[config.mk]
export PLATFORM = sky130hd
export DESIGN_NAME = regfile_write_scheduler_flat
export DESIGN_NICKNAME = d
export VERILOG_FILES = /design/src/rtl/regfile_write_scheduler_pkg.sv /design/src/rtl/regfile_write_scheduler_if.sv /design/src/rtl/regfile_write_scheduler_rr_pick2.sv /design/src/rtl/regfile_write_scheduler.sv /design/src/flat_wrapper.sv
export SDC_FILE = /design/constraint.sdc
export NUM_CORES = 1
export LEC_CHECK = 0
export BUFFER_PORTS_ARGS = -buffer_cell sky130_fd_sc_hd__buf_2
export CAP_MARGIN = 20
export CORE_MARGIN = 2
export CORE_UTILIZATION = 48
export DETAILED_ROUTE_END_ITERATION = 12
export PLACE_DENSITY = 0.84
export SYNTH_ARGS = -nofsm -noshare
export SYNTH_HDL_FRONTEND = slang
export SYNTH_HIERARCHICAL = 1
export SYNTH_SLANG_ARGS = --single-unit
[constraint.sdc]
create_clock -name clock -period 3.64 [get_ports clock]
set_clock_uncertainty 0.2 [all_clocks]
set_input_delay 0 -clock clock [delete_from_list [all_inputs] [get_ports clock]]
set_output_delay 0 -clock clock [all_outputs]
set_load 0.01 [all_outputs]
[src/rtl/regfile_write_scheduler_pkg.sv]
`default_nettype none
// ============================================================================
//  Module      : aap_regfile_pkg
//  Description : Shared widths, state encoding and round-robin helper for the
//                register-file write-back scheduler.
//  Revision    : 1.0 - initial release
// ============================================================================
package aap_regfile_pkg;

    localparam int NUM_REQ     = 3;
    localparam int ADDR_W      = 6;
    localparam int DATA_W      = 16;
    localparam int NUM_REGS    = 64;
    localparam int CLEAR_PAIRS = NUM_REGS / 2;
    localparam int CNT_W       = $clog2(CLEAR_PAIRS);
    localparam int PTR_W       = 2;

    typedef enum logic [0:0] {
        IDLE  = 1'b0,
        CLEAR = 1'b1
    } state_t;

    // (base + step) mod NUM_REQ for pointer values already inside 0..NUM_REQ-1
    function automatic logic [PTR_W-1:0] rr_wrap(input logic [PTR_W-1:0] base,
                                                 input logic [PTR_W-1:0] step);
        logic [PTR_W:0] sum;
        sum = {1'b0, base} + {1'b0, step};
        if (sum >= (PTR_W+1)'(NUM_REQ)) begin
            sum = sum - (PTR_W+1)'(NUM_REQ);
        end
        return sum[PTR_W-1:0];
    endfunction

endpackage
`default_nettype wire

[src/rtl/regfile_write_scheduler_if.sv]
`default_nettype none
// ============================================================================
//  Module      : regfile_write_scheduler_if
//  Description : Requester handshake, clear control and register-file write
//                port bundle. master = requesters/controller, slave = scheduler.
//  Revision    : 1.0 - initial release
// ============================================================================
interface regfile_write_scheduler_if;
    import aap_regfile_pkg::*;

    logic [NUM_REQ-1:0]             req_valid;
    logic [NUM_REQ-1:0][ADDR_W-1:0] req_reg;
    logic [NUM_REQ-1:0][DATA_W-1:0] req_data;
    logic [NUM_REQ-1:0]             req_ready;
    logic                           clear_start;
    logic                           busy;
    logic                           clear_done;
    logic [ADDR_W-1:0]              reg_wr1;
    logic [ADDR_W-1:0]              reg_wr2;
    logic [DATA_W-1:0]              reg_wr1_data;
    logic [DATA_W-1:0]              reg_wr2_data;
    logic                           reg_wr1_enable;
    logic                           reg_wr2_enable;

    modport master (
        output req_valid, req_reg, req_data, clear_start,
        input  req_ready, busy, clear_done,
        input  reg_wr1, reg_wr2, reg_wr1_data, reg_wr2_data,
        input  reg_wr1_enable, reg_wr2_enable
    );

    modport slave (
        input  req_valid, req_reg, req_data, clear_start,
        output req_ready, busy, clear_done,
        output reg_wr1, reg_wr2, reg_wr1_data, reg_wr2_data,
        output reg_wr1_enable, reg_wr2_enable
    );

endinterface
`default_nettype wire

[src/rtl/regfile_write_scheduler_rr_pick2.sv]
`default_nettype none
// ============================================================================
//  Module      : rr_pick2
//  Description : Combinational round-robin picker granting up to two
//                requesters per cycle, never two to the same register.
//  Revision    : 1.0 - initial release
// ============================================================================
module rr_pick2
    import aap_regfile_pkg::*;
(
    input  logic [NUM_REQ-1:0]             valid,
    input  logic [NUM_REQ-1:0][ADDR_W-1:0] dest,
    input  logic [PTR_W-1:0]               ptr,
    output logic [NUM_REQ-1:0]             gnt1,
    output logic [NUM_REQ-1:0]             gnt2,
    output logic [PTR_W-1:0]               ptr_next
);

    logic [PTR_W-1:0]  idx;
    logic [ADDR_W-1:0] first_dest;
    logic              have1;
    logic              have2;

    // Walk ptr, ptr+1, ptr+2; a second candidate aimed at the first grant's
    // register is passed over so the next one in line can still use port 2.
    always_comb begin
        gnt1       = '0;
        gnt2       = '0;
        ptr_next   = ptr;
        first_dest = '0;
        have1      = 1'b0;
        have2      = 1'b0;
        idx        = '0;
        for (int k = 0; k < NUM_REQ; k++) begin
            idx = rr_wrap(ptr, PTR_W'(k));
            if (valid[idx]) begin
                if (!have1) begin
                    have1      = 1'b1;
                    gnt1[idx]  = 1'b1;
                    first_dest = dest[idx];
                    ptr_next   = rr_wrap(idx, PTR_W'(1));
                end else if (!have2 && (dest[idx] != first_dest)) begin
                    have2      = 1'b1;
                    gnt2[idx]  = 1'b1;
                    ptr_next   = rr_wrap(idx, PTR_W'(1));
                end
            end
        end
    end

endmodule
`default_nettype wire

[src/rtl/regfile_write_scheduler.sv]
`default_nettype none
// ============================================================================
//  Module      : regfile_write_scheduler
//  Description : Shares the register file's two write ports between three
//                write-back requesters and runs a whole-file clear on demand.
//                All write-port outputs are registered (one cycle latency).
//  Revision    : 1.0 - initial release
// ============================================================================
module regfile_write_scheduler
    import aap_regfile_pkg::*;
(
    input  logic                 clock,
    input  logic                 reset,
    regfile_write_scheduler_if.slave bus
);

    state_t            state_q,      state_d;
    logic [PTR_W-1:0]  ptr_q,        ptr_d;
    logic [CNT_W-1:0]  clr_cnt_q,    clr_cnt_d;
    logic [ADDR_W-1:0] wr1_addr_q,   wr1_addr_d;
    logic [ADDR_W-1:0] wr2_addr_q,   wr2_addr_d;
    logic [DATA_W-1:0] wr1_data_q,   wr1_data_d;
    logic [DATA_W-1:0] wr2_data_q,   wr2_data_d;
    logic              wr1_en_q,     wr1_en_d;
    logic              wr2_en_q,     wr2_en_d;
    logic              busy_q,       busy_d;
    logic              clear_done_q, clear_done_d;

    logic [NUM_REQ-1:0] w_gnt1;
    logic [NUM_REQ-1:0] w_gnt2;
    logic [PTR_W-1:0]   w_ptr_pick;
    logic [NUM_REQ-1:0] w_ready;

    rr_pick2 u_pick (
        .valid    (bus.req_valid),
        .dest     (bus.req_reg),
        .ptr      (ptr_q),
        .gnt1     (w_gnt1),
        .gnt2     (w_gnt2),
        .ptr_next (w_ptr_pick)
    );

    // Next-state and next write-port contents: arbitration in IDLE, one
    // zero-filled register pair per cycle in CLEAR.
    always_comb begin
        state_d      = state_q;
        ptr_d        = ptr_q;
        clr_cnt_d    = clr_cnt_q;
        wr1_addr_d   = wr1_addr_q;
        wr2_addr_d   = wr2_addr_q;
        wr1_data_d   = wr1_data_q;
        wr2_data_d   = wr2_data_q;
        wr1_en_d     = 1'b0;
        wr2_en_d     = 1'b0;
        busy_d       = 1'b0;
        clear_done_d = 1'b0;
        w_ready      = '0;

        case (state_q)
            IDLE: begin
                if (bus.clear_start) begin
                    // Pair 0 is issued right away so it shows in the next cycle.
                    state_d    = CLEAR;
                    clr_cnt_d  = CNT_W'(1);
                    wr1_addr_d = ADDR_W'(0);
                    wr2_addr_d = ADDR_W'(1);
                    wr1_data_d = '0;
                    wr2_data_d = '0;
                    wr1_en_d   = 1'b1;
                    wr2_en_d   = 1'b1;
                    busy_d     = 1'b1;
                end else begin
                    w_ready = w_gnt1 | w_gnt2;
                    if (|w_gnt1) begin
                        ptr_d    = w_ptr_pick;
                        wr1_en_d = 1'b1;
                        wr2_en_d = |w_gnt2;
                    end
                    for (int i = 0; i < NUM_REQ; i++) begin
                        if (w_gnt1[i]) begin
                            wr1_addr_d = bus.req_reg[i];
                            wr1_data_d = bus.req_data[i];
                        end
                        if (w_gnt2[i]) begin
                            wr2_addr_d = bus.req_reg[i];
                            wr2_data_d = bus.req_data[i];
                        end
                    end
                end
            end
            CLEAR: begin
                wr1_addr_d = {clr_cnt_q, 1'b0};
                wr2_addr_d = {clr_cnt_q, 1'b1};
                wr1_data_d = '0;
                wr2_data_d = '0;
                wr1_en_d   = 1'b1;
                wr2_en_d   = 1'b1;
                busy_d     = 1'b1;
                if (clr_cnt_q == CNT_W'(CLEAR_PAIRS - 1)) begin
                    clear_done_d = 1'b1;
                    clr_cnt_d    = '0;
                    state_d      = IDLE;
                end else begin
                    clr_cnt_d = clr_cnt_q + CNT_W'(1);
                end
            end
            default: begin
                state_d = IDLE;
            end
        endcase
    end

    // State, pointer, clear counter and write-port registers.
    always_ff @(posedge clock) begin
        if (!reset) begin
            state_q      <= IDLE;
            ptr_q        <= '0;
            clr_cnt_q    <= '0;
            wr1_addr_q   <= '0;
            wr2_addr_q   <= '0;
            wr1_data_q   <= '0;
            wr2_data_q   <= '0;
            wr1_en_q     <= 1'b0;
            wr2_en_q     <= 1'b0;
            busy_q       <= 1'b0;
            clear_done_q <= 1'b0;
        end else begin
            state_q      <= state_d;
            ptr_q        <= ptr_d;
            clr_cnt_q    <= clr_cnt_d;
            wr1_addr_q   <= wr1_addr_d;
            wr2_addr_q   <= wr2_addr_d;
            wr1_data_q   <= wr1_data_d;
            wr2_data_q   <= wr2_data_d;
            wr1_en_q     <= wr1_en_d;
            wr2_en_q     <= wr2_en_d;
            busy_q       <= busy_d;
            clear_done_q <= clear_done_d;
        end
    end

    // Grants are withheld while reset is asserted so nothing transfers then.
    assign bus.req_ready      = w_ready & {NUM_REQ{reset}};
    assign bus.reg_wr1        = wr1_addr_q;
    assign bus.reg_wr2        = wr2_addr_q;
    assign bus.reg_wr1_data   = wr1_data_q;
    assign bus.reg_wr2_data   = wr2_data_q;
    assign bus.reg_wr1_enable = wr1_en_q;
    assign bus.reg_wr2_enable = wr2_en_q;
    assign bus.busy           = busy_q;
    assign bus.clear_done     = clear_done_q;

endmodule
`default_nettype wire

[src/flat_wrapper.sv]
// flat-port wrapper written by rule: the top's interface ports become plain ports
module regfile_write_scheduler_flat import aap_regfile_pkg::*;
  (clock, reset, bus_req_valid, bus_req_reg, bus_req_data, bus_clear_start, bus_req_ready, bus_busy, bus_clear_done, bus_reg_wr1, bus_reg_wr2, bus_reg_wr1_data, bus_reg_wr2_data, bus_reg_wr1_enable, bus_reg_wr2_enable);
  regfile_write_scheduler_if bus_i ();
  input  logic clock;
  input  logic reset;
  input wire logic [$bits(bus_i.req_valid)-1:0] bus_req_valid;
  input wire logic [$bits(bus_i.req_reg)-1:0] bus_req_reg;
  input wire logic [$bits(bus_i.req_data)-1:0] bus_req_data;
  input wire logic [$bits(bus_i.clear_start)-1:0] bus_clear_start;
  output wire logic [$bits(bus_i.req_ready)-1:0] bus_req_ready;
  output wire logic [$bits(bus_i.busy)-1:0] bus_busy;
  output wire logic [$bits(bus_i.clear_done)-1:0] bus_clear_done;
  output wire logic [$bits(bus_i.reg_wr1)-1:0] bus_reg_wr1;
  output wire logic [$bits(bus_i.reg_wr2)-1:0] bus_reg_wr2;
  output wire logic [$bits(bus_i.reg_wr1_data)-1:0] bus_reg_wr1_data;
  output wire logic [$bits(bus_i.reg_wr2_data)-1:0] bus_reg_wr2_data;
  output wire logic [$bits(bus_i.reg_wr1_enable)-1:0] bus_reg_wr1_enable;
  output wire logic [$bits(bus_i.reg_wr2_enable)-1:0] bus_reg_wr2_enable;
  assign bus_i.req_valid = bus_req_valid;
  assign bus_i.req_reg = bus_req_reg;
  assign bus_i.req_data = bus_req_data;
  assign bus_i.clear_start = bus_clear_start;
  assign bus_req_ready = bus_i.req_ready;
  assign bus_busy = bus_i.busy;
  assign bus_clear_done = bus_i.clear_done;
  assign bus_reg_wr1 = bus_i.reg_wr1;
  assign bus_reg_wr2 = bus_i.reg_wr2;
  assign bus_reg_wr1_data = bus_i.reg_wr1_data;
  assign bus_reg_wr2_data = bus_i.reg_wr2_data;
  assign bus_reg_wr1_enable = bus_i.reg_wr1_enable;
  assign bus_reg_wr2_enable = bus_i.reg_wr2_enable;
  regfile_write_scheduler u_core (.clock(clock), .reset(reset), .bus(bus_i));
endmodule
==> qor.yml, run 1 <==
outcome: "finished, violations left"
violations: "negative setup slack"
fmax_mhz: 264.8
netlist_area_um2: 4163
clk_pin_slew_ns: 0.10
power.density_nw_per_um2: 501.2
synth_seq_area_share_pct: 26.93
synth_warnings: 6
whs_ns: 0.05071
cts_tree: "yes"
drt-total-wl_mm: 16.92
dr.pass1.iters: 6
synth_edf_count: 0
mostFrequentLayoutCells: "buf_2, nand2_1, dlygate4sd3_1, buf_4, dfxtp_1"
drc_errors: 0
die_y_um: 97.13
ir_drop_uv: 276.6
rrSetupSlack_ns: -0.14
grt_setup_unrepaired: "true"
multi_input_area_um2: 3149
setup_ws_ns: -0.1369
muxShareOfSynthArea_pct: 17.40
synth_fa_ha_area_share_pct: 2.104
antennaDiodeCount: 0
worstSkewPairLatency_ns: 0.32
drt_iter0_markers: 552
avgSynthCellArea_um2: 8.513
avgRoutedWirePerCell_um: 20.76
port_buffers: 122
reg2reg_depth: 16
power.total_mw: 3.203
cts_buffers: 5
drive_gt1_share_pct: 40.70
final_cell_area_um2: 6390
crit_path_max_fanout: 7
synth.distinct_cells: 65
ys.flop_type: "dfxtp_1"
core_um2: 8299
dpl.hpwl_mm: 9.917
rows: 33
hold_end: "u_core/bus.reg_wr2[1]$_SDFFE_PN0P_"
ys_async_sr_fraction_pct: 0
grt_pass1_vias: 5089
clk_path_buf_depth: 2
cts_root_buf: "clkbuf_8"
start_util_pct: 50.16
hold_depth: 4
drtAntennaViolNets: 0
hp-class: "input pin to register"
synth-compound-area-share_pct: 28.31
slew_headroom_pct: 46.07
postSynthNetCount: 568
antenna_found_initial: 0
pre_cts_ws_ns: -0.3276
grt_use_total_pct: 32.39
hold_start: "bus_req_reg[1]"
via_per_inst: 6.309
finalSetupViolCount: 24
maxSlewViolCount: 0
fillers: 515
critical_path_class: "register to register"
area_delta_synth_final_pct: 53.50
cp_data_arrival_time_ns: 3.79
htree_levels: 2
die-area_um2: 9433
gp_congestion: 0.9988
seqCellArea_um2: 1126
grt_pass1_wl_mm: 25.30
synthSimpleGateAreaFrac_pct: 16.29
placed_cell_area_um2: 5082
reg2reg_from: "u_core/ptr_q[1]$_SDFFE_PN0P_"
fin_crit_sh_pct: 103.8
maxCapViolations: 0
dr_total_vias: 5142
clock-sinks: 56
grt_overflow: 0
hold_viol: 0
endpoint_kind: "register"
die_width_um: 97.13
layout_commonest_cell: "buf_2"
nets: 788
synth_top_family_by_area: "compound AO/OA/AOI/OAI gates"
grt_max_degree: 44
min_period_ns: 3.777
synth_cells: 489
ys_seq_elements: 56
r2r_end: "u_core/bus.reg_wr2_data[13]$_SDFFE_PN0P_"
leakagePower_nw: 2.716
synth_xor_area_share_pct: 1.894
worst_setup_path_start_kind: "register"
io_pins: 123
worstMarginPinSlew_ns: 0.8060
required_ns: 3.65
-- synth_stat cells (all sizes together) (2+ instances only) --
cell | count | area share, %
inv | 5 | 0.45
nand3b | 3 | 0.54
o221a | 5 | 1.4
nor2b | 4 | 0.84
nor3 | 9 | 1.4
a221o | 2 | 0.48
nor2 | 28 | 2.8
or3 | 3 | 0.57
nand4 | 3 | 0.45
nand2b | 7 | 1.1
a31oi | 2 | 0.66
a32oi | 3 | 0.63
dfxtp | 56 | 27
o2bb2ai | 12 | 3.4
or2 | 2 | 0.30
a21oi | 22 | 2.7
nand3 | 8 | 0.96
ha | 7 | 2.1
a311oi | 6 | 1.3
buf | 24 | 5.0
and3 | 4 | 0.60
clkbuf | 17 | 1.5
xnor2 | 6 | 1.3
a22oi | 2 | 0.48
nand2 | 63 | 5.7
nor3b | 3 | 0.54
o21ai | 55 | 6.8
mux2 | 6 | 1.7
mux2i | 64 | 16
o211ai | 6 | 1.1
a21o | 3 | 0.54
xor2 | 3 | 0.63
a22o | 33 | 6.9
-- worst max path at each step --
stage	startpoint	to	slack (ns)
floorplan	u_core/ptr_q[0]$_SDFFE_PN0P_	u_core/bus.reg_wr2_data[10]$_SDFFE_PN0P_	0.001
global placement	u_core/ptr_q[1]$_SDFFE_PN0P_	u_core/bus.reg_wr2[5]$_SDFFE_PN0P_	-0.18
detailed placement	u_core/ptr_q[1]$_SDFFE_PN0P_	u_core/bus.reg_wr2[5]$_SDFFE_PN0P_	-0.33
CTS	u_core/ptr_q[0]$_SDFFE_PN0P_	u_core/bus.reg_wr2[2]$_SDFFE_PN0P_	0.02
global route	u_core/ptr_q[1]$_SDFFE_PN0P_	u_core/bus.reg_wr2_data[2]$_SDFFE_PN0P_	-0.20
finish	u_core/ptr_q[1]$_SDFFE_PN0P_	u_core/bus.reg_wr2_data[13]$_SDFFE_PN0P_	-0.14
-- worst max-delay path, cell delays in order (launching register included) --
cell and delay, ns:
dfxtp_2 0.34, buf_6 0.12, ha_4 0.28, nor2b_4 0.31, buf_6 0.15, o2bb2ai_4 0.13, xnor2_2 0.13, nand4_1 0.16
a22oi_2 0.30, a21oi_4 0.12, a31oi_4 0.22, a32oi_2 0.15, nor2_4 0.31, buf_6 0.20, mux2i_1 0.23, o21ai_1 0.11
a22o_1 0.19
-- layout make-up --
type	count	share of cell area, %
tap	105	2.056
clock buffer	6	1.292
inverter	6	0.3916
clock inverter	2	0.2350
timing repair buffer	254	29.12
sequential	56	17.62
multi-input combinational	386	49.29
-- repair_timing --
item                                    4_1_cts  5_1_grt
endpoints found under the hold margin        45        1
gates resized for setup                      37       71
pin swaps                                    13       31
endpoints found under the setup margin       26       33
hold buffers                                 56        1
cloned                                        2        2
buffers inserted                             10        8
-- cells by family after synthesis --
group,Yosys count
xor gates and xnor gates,9
buffers and inverters,47
and+or+nand+nor,140
adders and majority gates,7
muxes,70
DFF,56
AOI/OAI and AO/OA,160
-- per-stage QoR --
stage,std cells,TNS (ns),utilization (%)
6_report,815,-2.286,76.99
5_1_grt,815,-4.423,76.99
4_1_cts,805,0,72.46
3_5_place_dp,729,-6.018,61.24
3_3_place_gp,729,-1.641,61.24
2_1_floorplan,489,0,-
-- registers in the layout (all words and copies together) (netlist names) --
| name | cells |
|---|---|
| u_core/bus.reg_wr1_data | 16 |
| u_core/state_q | 1 |
| u_core/bus.reg_wr2_data | 16 |
| u_core/clr_cnt_q | 5 |
| u_core/bus.reg_wr2_enable | 1 |
| u_core/bus.busy | 1 |
| u_core/bus.clear_done | 1 |
| u_core/bus.reg_wr1 | 6 |
| u_core/ptr_q | 2 |
| u_core/bus.reg_wr2 | 6 |
| u_core/bus.reg_wr1_enable | 1 |
-- power breakdown --
group	internal [mW]	switching, mW	leakage, nW
Combinational	0.953	1.15	2.21
Sequential	0.684	0.0475	0.458
Clock	0.155	0.216	0.0434
-- routing by layer --
metal / up-vias / GRT usage (%) / wire (um)
met2: 386 / 53.10 / 8103
met5: - / 0 / 0
met4: 0 / 14.30 / 706
li1: 2241 / - / -
met3: 81 / 8.417 / 1719
met1: 2434 / 40.04 / 6388
Power figures use the tool's default switching activity.
==> run 2, diff against run 1 <==
--- a/config.mk
+++ b/config.mk
@@ -5,12 +5,14 @@
 export SDC_FILE = /design/constraint.sdc
 export NUM_CORES = 1
 export LEC_CHECK = 0
+export ABC_AREA = 1
 export BUFFER_PORTS_ARGS = -buffer_cell sky130_fd_sc_hd__buf_2
 export CAP_MARGIN = 20
 export CORE_MARGIN = 2
-export CORE_UTILIZATION = 48
+export CORE_UTILIZATION = 49
 export DETAILED_ROUTE_END_ITERATION = 12
 export PLACE_DENSITY = 0.84
+export SKIP_CTS_REPAIR_TIMING = 1
 export SYNTH_ARGS = -nofsm -noshare
 export SYNTH_HDL_FRONTEND = slang
 export SYNTH_HIERARCHICAL = 1
==> qor.yml, run 2 <==
outcome: "finished, violations left"
violations: "design-rule violations, negative hold slack"
hold_viol: 17
setup_ws_ns: 0.1927
min_period_ns: 3.447
synth_cells: 876
netlist_area_um2: 4772
htree_levels: 2
synth_top_area_cell: "nand2_1"
whs_ns: -0.06683
slew_headroom_pct: 59.86
slowest_stage: "dfxtp_1"
area_delta_synth_final_pct: 28.76
die-area_um2: 10540
pre_cts_ws_ns: 0.1872
mostFrequentLayoutCells: "nand2_1, buf_2, nor2_1, inv_1, nand3_1"
clk_pin_slew_ns: 0.11
maxSlewViolCount: 0
hold_depth: 7
drtAntennaViolNets: 0
worstSkewPairLatency_ns: 0.31
startpoint: "u_core/ptr_q[0]$_SDFFE_PN0P_"
yosys.cell_count.top_type: "nand2_1"
dpl.hpwl_mm: 10.50
dp_cells: 1110
antenna_found_initial: 0
drc_errors: 1
grt_max_degree: 38
ys_async_sr_fraction_pct: 0
die_y_um: 102.7
synthSimpleGateAreaFrac_pct: 49.29
layout_commonest_cell: "nand2_1"
leakagePower_nw: 3.390
synth_xor_area_share_pct: 0.3671
final_cells: 1175
hold_start: "bus_req_data[25]"
critical_path_class: "register to primary output"
synth-compound-area-share_pct: 10.02
hp-class: "input pin to register"
clk_path_buf_depth: 2
endpoint_kind: "primary output"
postSynthNetCount: 955
dr_total_vias: 6041
grt_pass1_wl_mm: 22.62
synthTopCellsByCount: "nand2_1, nor2_1, inv_1"
grt_pass1_vias: 4854
maxCapViolations: 0
dr.pass1.iters: 13
synth_fa_ha_area_share_pct: 1.835
drt_iter0_markers: 634
grt_overflow: 0
die_width_um: 102.7
path_delay_family: "simple AND/OR/NAND/NOR gates"
nets: 1120
power.density_nw_per_um2: 884.9
hold_end: "u_core/bus.reg_wr2_data[9]$_SDFFE_PN0P_"
ir_drop_uv: 582.9
required_ns: 3.44
worstMarginPinSlew_ns: 0.6014
r2r_end: "u_core/bus.reg_wr2_data[13]$_SDFFE_PN0P_"
grt_setup_unrepaired: "true"
reg2reg_depth: 19
io_pins: 123
antennaDiodeCount: 0
fin_crit_sh_pct: 94.71
synth_seq_area_share_pct: 23.49
ys.flop_type: "dfxtp_1"
avgRoutedWirePerCell_um: 13.69
synth_top_area_share_pct: 26.66
synth_top_family_by_area: "simple AND/OR/NAND/NOR gates"
port_buffers: 122
cts_root_buf: "clkbuf_8"
synth_warnings: 6
cp_data_arrival_time_ns: 3.25
path_cells: "inv_1 > ha_1 > buf_4 > nor2_4 > nand2_1 > nand2_4 > nand2_4 > nand2_1 > nand3b_1 > nand2_1 > nor2_1 > nand3_2 > nand3_2 > a21oi_4 > inv_2 > buf_4 > a21oi_1 > buf_2"
fmax_mhz: 290.1
crit_path_max_fanout: 13
drive_gt1_share_pct: 18.33
muxShareOfSynthArea_pct: 0
synth_edf_count: 0
grt_use_total_pct: 26.48
crit_top_cell: "nand2_1"
ys_seq_elements: 56
cts_buffers: 5
critical_path_buf_inv_count: 5
drt-total-wl_mm: 16.09
synthTopCellsByArea: "nand2_1, dfxtp_1, nor2_1, inv_1, nand3_1"
gp_congestion: 0.9346
finalSetupViolCount: 0
avgSynthCellArea_um2: 5.448
start_util_pct: 49.74
power.total_mw: 5.437
synth.distinct_cells: 34
rrSetupSlack_ns: 0.21
reg2reg_from: "u_core/ptr_q[0]$_SDFFE_PN0P_"
worst_setup_path_start_kind: "register"
core_um2: 9594
via_per_inst: 5.141
clock-sinks: 56
final_util_pct: 64.05
fillers: 869
cts_tree: "yes"
critPathMaxStageDelay_ns: 0.39
rows: 36
-- run 2: cells by family after synthesis --
family | after synthesis
XOR/XNOR | 2
buffers and inverters | 163
AND/OR/NAND/NOR | 560
AO/OA/AOI/OAI | 88
flip-flops | 56
adder cells (fa/ha/maj) | 7
-- run 2: cell type report --
class                      instances  area [um^2]  share of cell area (%)
clock inverter                     2        16.27                  0.2647
tap                              133        166.4                   2.708
inverter                         123        464.2                   7.554
clock buffer                       6        72.57                   1.181
multi-input combinational        657         2967                   48.28
sequential                        56         1121                   18.24
timing repair buffer             198         1338                   21.77
-- run 2: worst register-to-register path: cells and delay by family (launching register included) --
kind	cells	cell delay, ns
compound gates	3	0.76
fa+ha+maj	1	0.34
buf+inv	3	0.50
flops	1	0.39
simple gates	12	1.18
-- run 2: per-layer routing --
metal,track usage [%],up-vias,wire (um),part of all wire (%)
li1,-,2988,-,-
met1,36.65,2631,6494,40
met3,5.085,68,1579,9.8
met2,42.48,354,7442,46
met4,6.564,0,570,3.5
met5,0,-,0,0
-- run 2: metrics by stage --
step	setup TNS (ns)	hold slack, ns	instance area [um^2]
finish	0	-0.06683	6145
floorplan	0	0.006832	4772
detailed placement	0	0.1621	5454
global route	-0.2046	-0.0001891	6145
CTS	-0.03256	-0.1808	5543
global placement	0	0.1614	5454
-- run 2: where the power goes --
group / internal [mW] / switching [mW]
Clock: 0.138 / 0.215
Sequential: 0.776 / 0.0919
Combinational: 1.39 / 2.82
-- run 2: worst max-delay path by stage --
stage / end / slack [ns] / depth (start not counted)
global route: u_core/bus.reg_wr1_data[8]$_SDFFE_PN0P_ / -0.12 / 17
global placement: u_core/bus.reg_wr2_data[15]$_SDFFE_PN0P_ / 0.18 / 18
finish: bus_req_ready[1] / 0.19 / 18
detailed placement: u_core/bus.reg_wr2_data[4]$_SDFFE_PN0P_ / 0.19 / 18
CTS: bus_req_ready[1] / -0.03 / 18
floorplan: u_core/bus.reg_wr2_data[15]$_SDFFE_PN0P_ / 0.70 / 21
==> run 3, diff against run 2 <==
--- a/config.mk
+++ b/config.mk
@@ -7,11 +7,11 @@
 export LEC_CHECK = 0
 export ABC_AREA = 1
 export BUFFER_PORTS_ARGS = -buffer_cell sky130_fd_sc_hd__buf_2
-export CAP_MARGIN = 20
+export CAP_MARGIN = 15
 export CORE_MARGIN = 2
 export CORE_UTILIZATION = 49
 export DETAILED_ROUTE_END_ITERATION = 12
-export PLACE_DENSITY = 0.84
+export PLACE_DENSITY = 0.85
 export SKIP_CTS_REPAIR_TIMING = 1
 export SYNTH_ARGS = -nofsm -noshare
 export SYNTH_HDL_FRONTEND = slang
==> qor.yml, run 3 (same netlist as run 2, synthesis figures left out) <==
critical_path_class: "register to primary output"
whs_ns: -0.06823
path_delay_family: "buffers and inverters"
r2r_end: "u_core/bus.reg_wr2_data[10]$_SDFFE_PN0P_"
rows: 36
reg2reg_depth: 20
cts_root_buf: "clkbuf_8"
area_delta_synth_final_pct: 31.20
die_y_um: 102.7
final_cell_area_um2: 6261
reg2reg_from: "u_core/ptr_q[1]$_SDFFE_PN0P_"
cp.depth: 12
mostFrequentLayoutCells: "nand2_1, buf_2, nor2_1, inv_1, nand3_1"
port_buffers: 122
slew_headroom_pct: 42.56
drive_gt1_share_pct: 18.97
die-area_um2: 10540
ir_drop_uv: 635.5
path_cells: "inv_1 > ha_2 > buf_4 > nand2_2 > nor2_1 > a21oi_1 > nor2_1 > nand2_1 > o211ai_1 > inv_2 > a21oi_1 > buf_2"
leakagePower_nw: 3.453
endpoint: "bus_req_ready[1]"
dr.pass1.iters: 7
cts_tree: "yes"
slowest_stage: "ha_2"
drc_errors: 0
worstMarginPinSlew_ns: 0.8607
dpl.hpwl_mm: 10.46
hold_viol: 8
worstSkewPairLatency_ns: 0.31
placed_cell_area_um2: 5472
cp_data_arrival_time_ns: 3.29
fillers: 838
outcome: "finished, violations left"
drt_iter0_markers: 656
clk_path_buf_depth: 2
htree_levels: 2
crit_path_max_fanout: 23
power.density_nw_per_um2: 903.4
rrSetupSlack_ns: 0.19
grt_overflow: 0
core_um2: 9594
die_width_um: 102.7
grt_pass1_wl_mm: 23.09
critPathMaxStageDelay_ns: 0.41
multi_input_area_um2: 2969
endpoint_kind: "primary output"
drt-total-wl_mm: 16.36
start_util_pct: 49.74
hp-class: "input pin to register"
clock-sinks: 56
finalSetupViolCount: 0
min_period_ns: 3.492
antenna_found_initial: 0
fin_crit_sh_pct: 95.93
fmax_mhz: 286.4
grt_use_total_pct: 26.99
io_pins: 123
seqCellArea_um2: 1122
maxCapViolations: 0
grt_max_degree: 38
via_per_inst: 5.233
power.total_mw: 5.656
nets: 1127
startpoint: "u_core/ptr_q[0]$_SDFFE_PN0P_"
drtAntennaViolNets: 0
maxSlewViolCount: 0
critical_path_buf_inv_count: 4
antennaDiodeCount: 0
violations: "negative hold slack"
layout_commonest_cell: "nand2_1"
cts_buffers: 5
grt_pass1_vias: 4938
clk_pin_slew_ns: 0.11
grt_setup_unrepaired: "true"
gp_congestion: 0.9706
avgRoutedWirePerCell_um: 13.84
worst_setup_path_start_kind: "register"
dr_total_vias: 6185
required_ns: 3.44
[run 3: changes by cell type in the layout (fill, tap and decap cells not counted), sizes merged]
cell	delta
inv	+1
clkinvlp	-1
clkinv	+1
clkbuf	-1
buf	+5
dlygate4sd3	+2
[run 3: where the power goes]
group	switching, mW	leakage, nW	internal [mW]	total (mW)
Sequential	0.0893	0.458	0.777	0.866
Combinational	2.91	2.95	1.53	4.43
Clock	0.216	0.0485	0.139	0.355
Total	3.21	3.45	2.44	5.66
[run 3: layer usage]
layer	vias to the layer above	GRT usage, %	share of wire, %
li1	3017	-	-
met2	395	43.79	47
met3	80	4.746	9.9
met5	-	0	0
met1	2693	36.79	39
met4	0	7.897	3.6
[run 3: metrics by stage]
stage	instances	worst slack (ns)	setup TNS, ns	util (%)
floorplan	876	0.6997	0	-
global placement	1109	0.09674	0	57.03
detailed placement	1109	0.1102	0	57.03
CTS	1117	-0.03637	-0.03637	57.98
global route	1182	-0.1145	-0.2591	65.26
finish	1182	0.1480	0	65.26
[run 3: cell type report]
cell class              count  area share (%)
multi-input cells         657           47.42
repair buffers            205           23.08
flip-flops and latches     56           17.93
inverters                 123           7.454
well taps                 133           2.658
clock buffers               5           1.099
clock inverters             3          0.3597
[run 3: worst min path at each step]
stage,from,end,slack (ns),depth (start not counted)
floorplan,bus_req_reg[12],u_core/bus.reg_wr2[0]$_SDFFE_PN0P_,0.007,4
global placement,bus_req_data[41],u_core/bus.reg_wr2_data[9]$_SDFFE_PN0P_,0.16,5
detailed placement,bus_req_data[39],u_core/bus.reg_wr2_data[7]$_SDFFE_PN0P_,0.16,5
CTS,bus_req_data[39],u_core/bus.reg_wr2_data[7]$_SDFFE_PN0P_,-0.19,5
global route,bus_req_data[5],u_core/bus.reg_wr2_data[5]$_SDFFE_PN0P_,-0.004,7
finish,bus_req_data[5],u_core/bus.reg_wr2_data[5]$_SDFFE_PN0P_,-0.07,7
[run 3: worst reg2reg max path: cells and delay by family (launching register included)]
family          cells  cell delay, ns
simple gates       12            1.15
compound gates      3            0.79
buf+inv             4            0.62
flops               1            0.37
fa+ha+maj           1            0.25
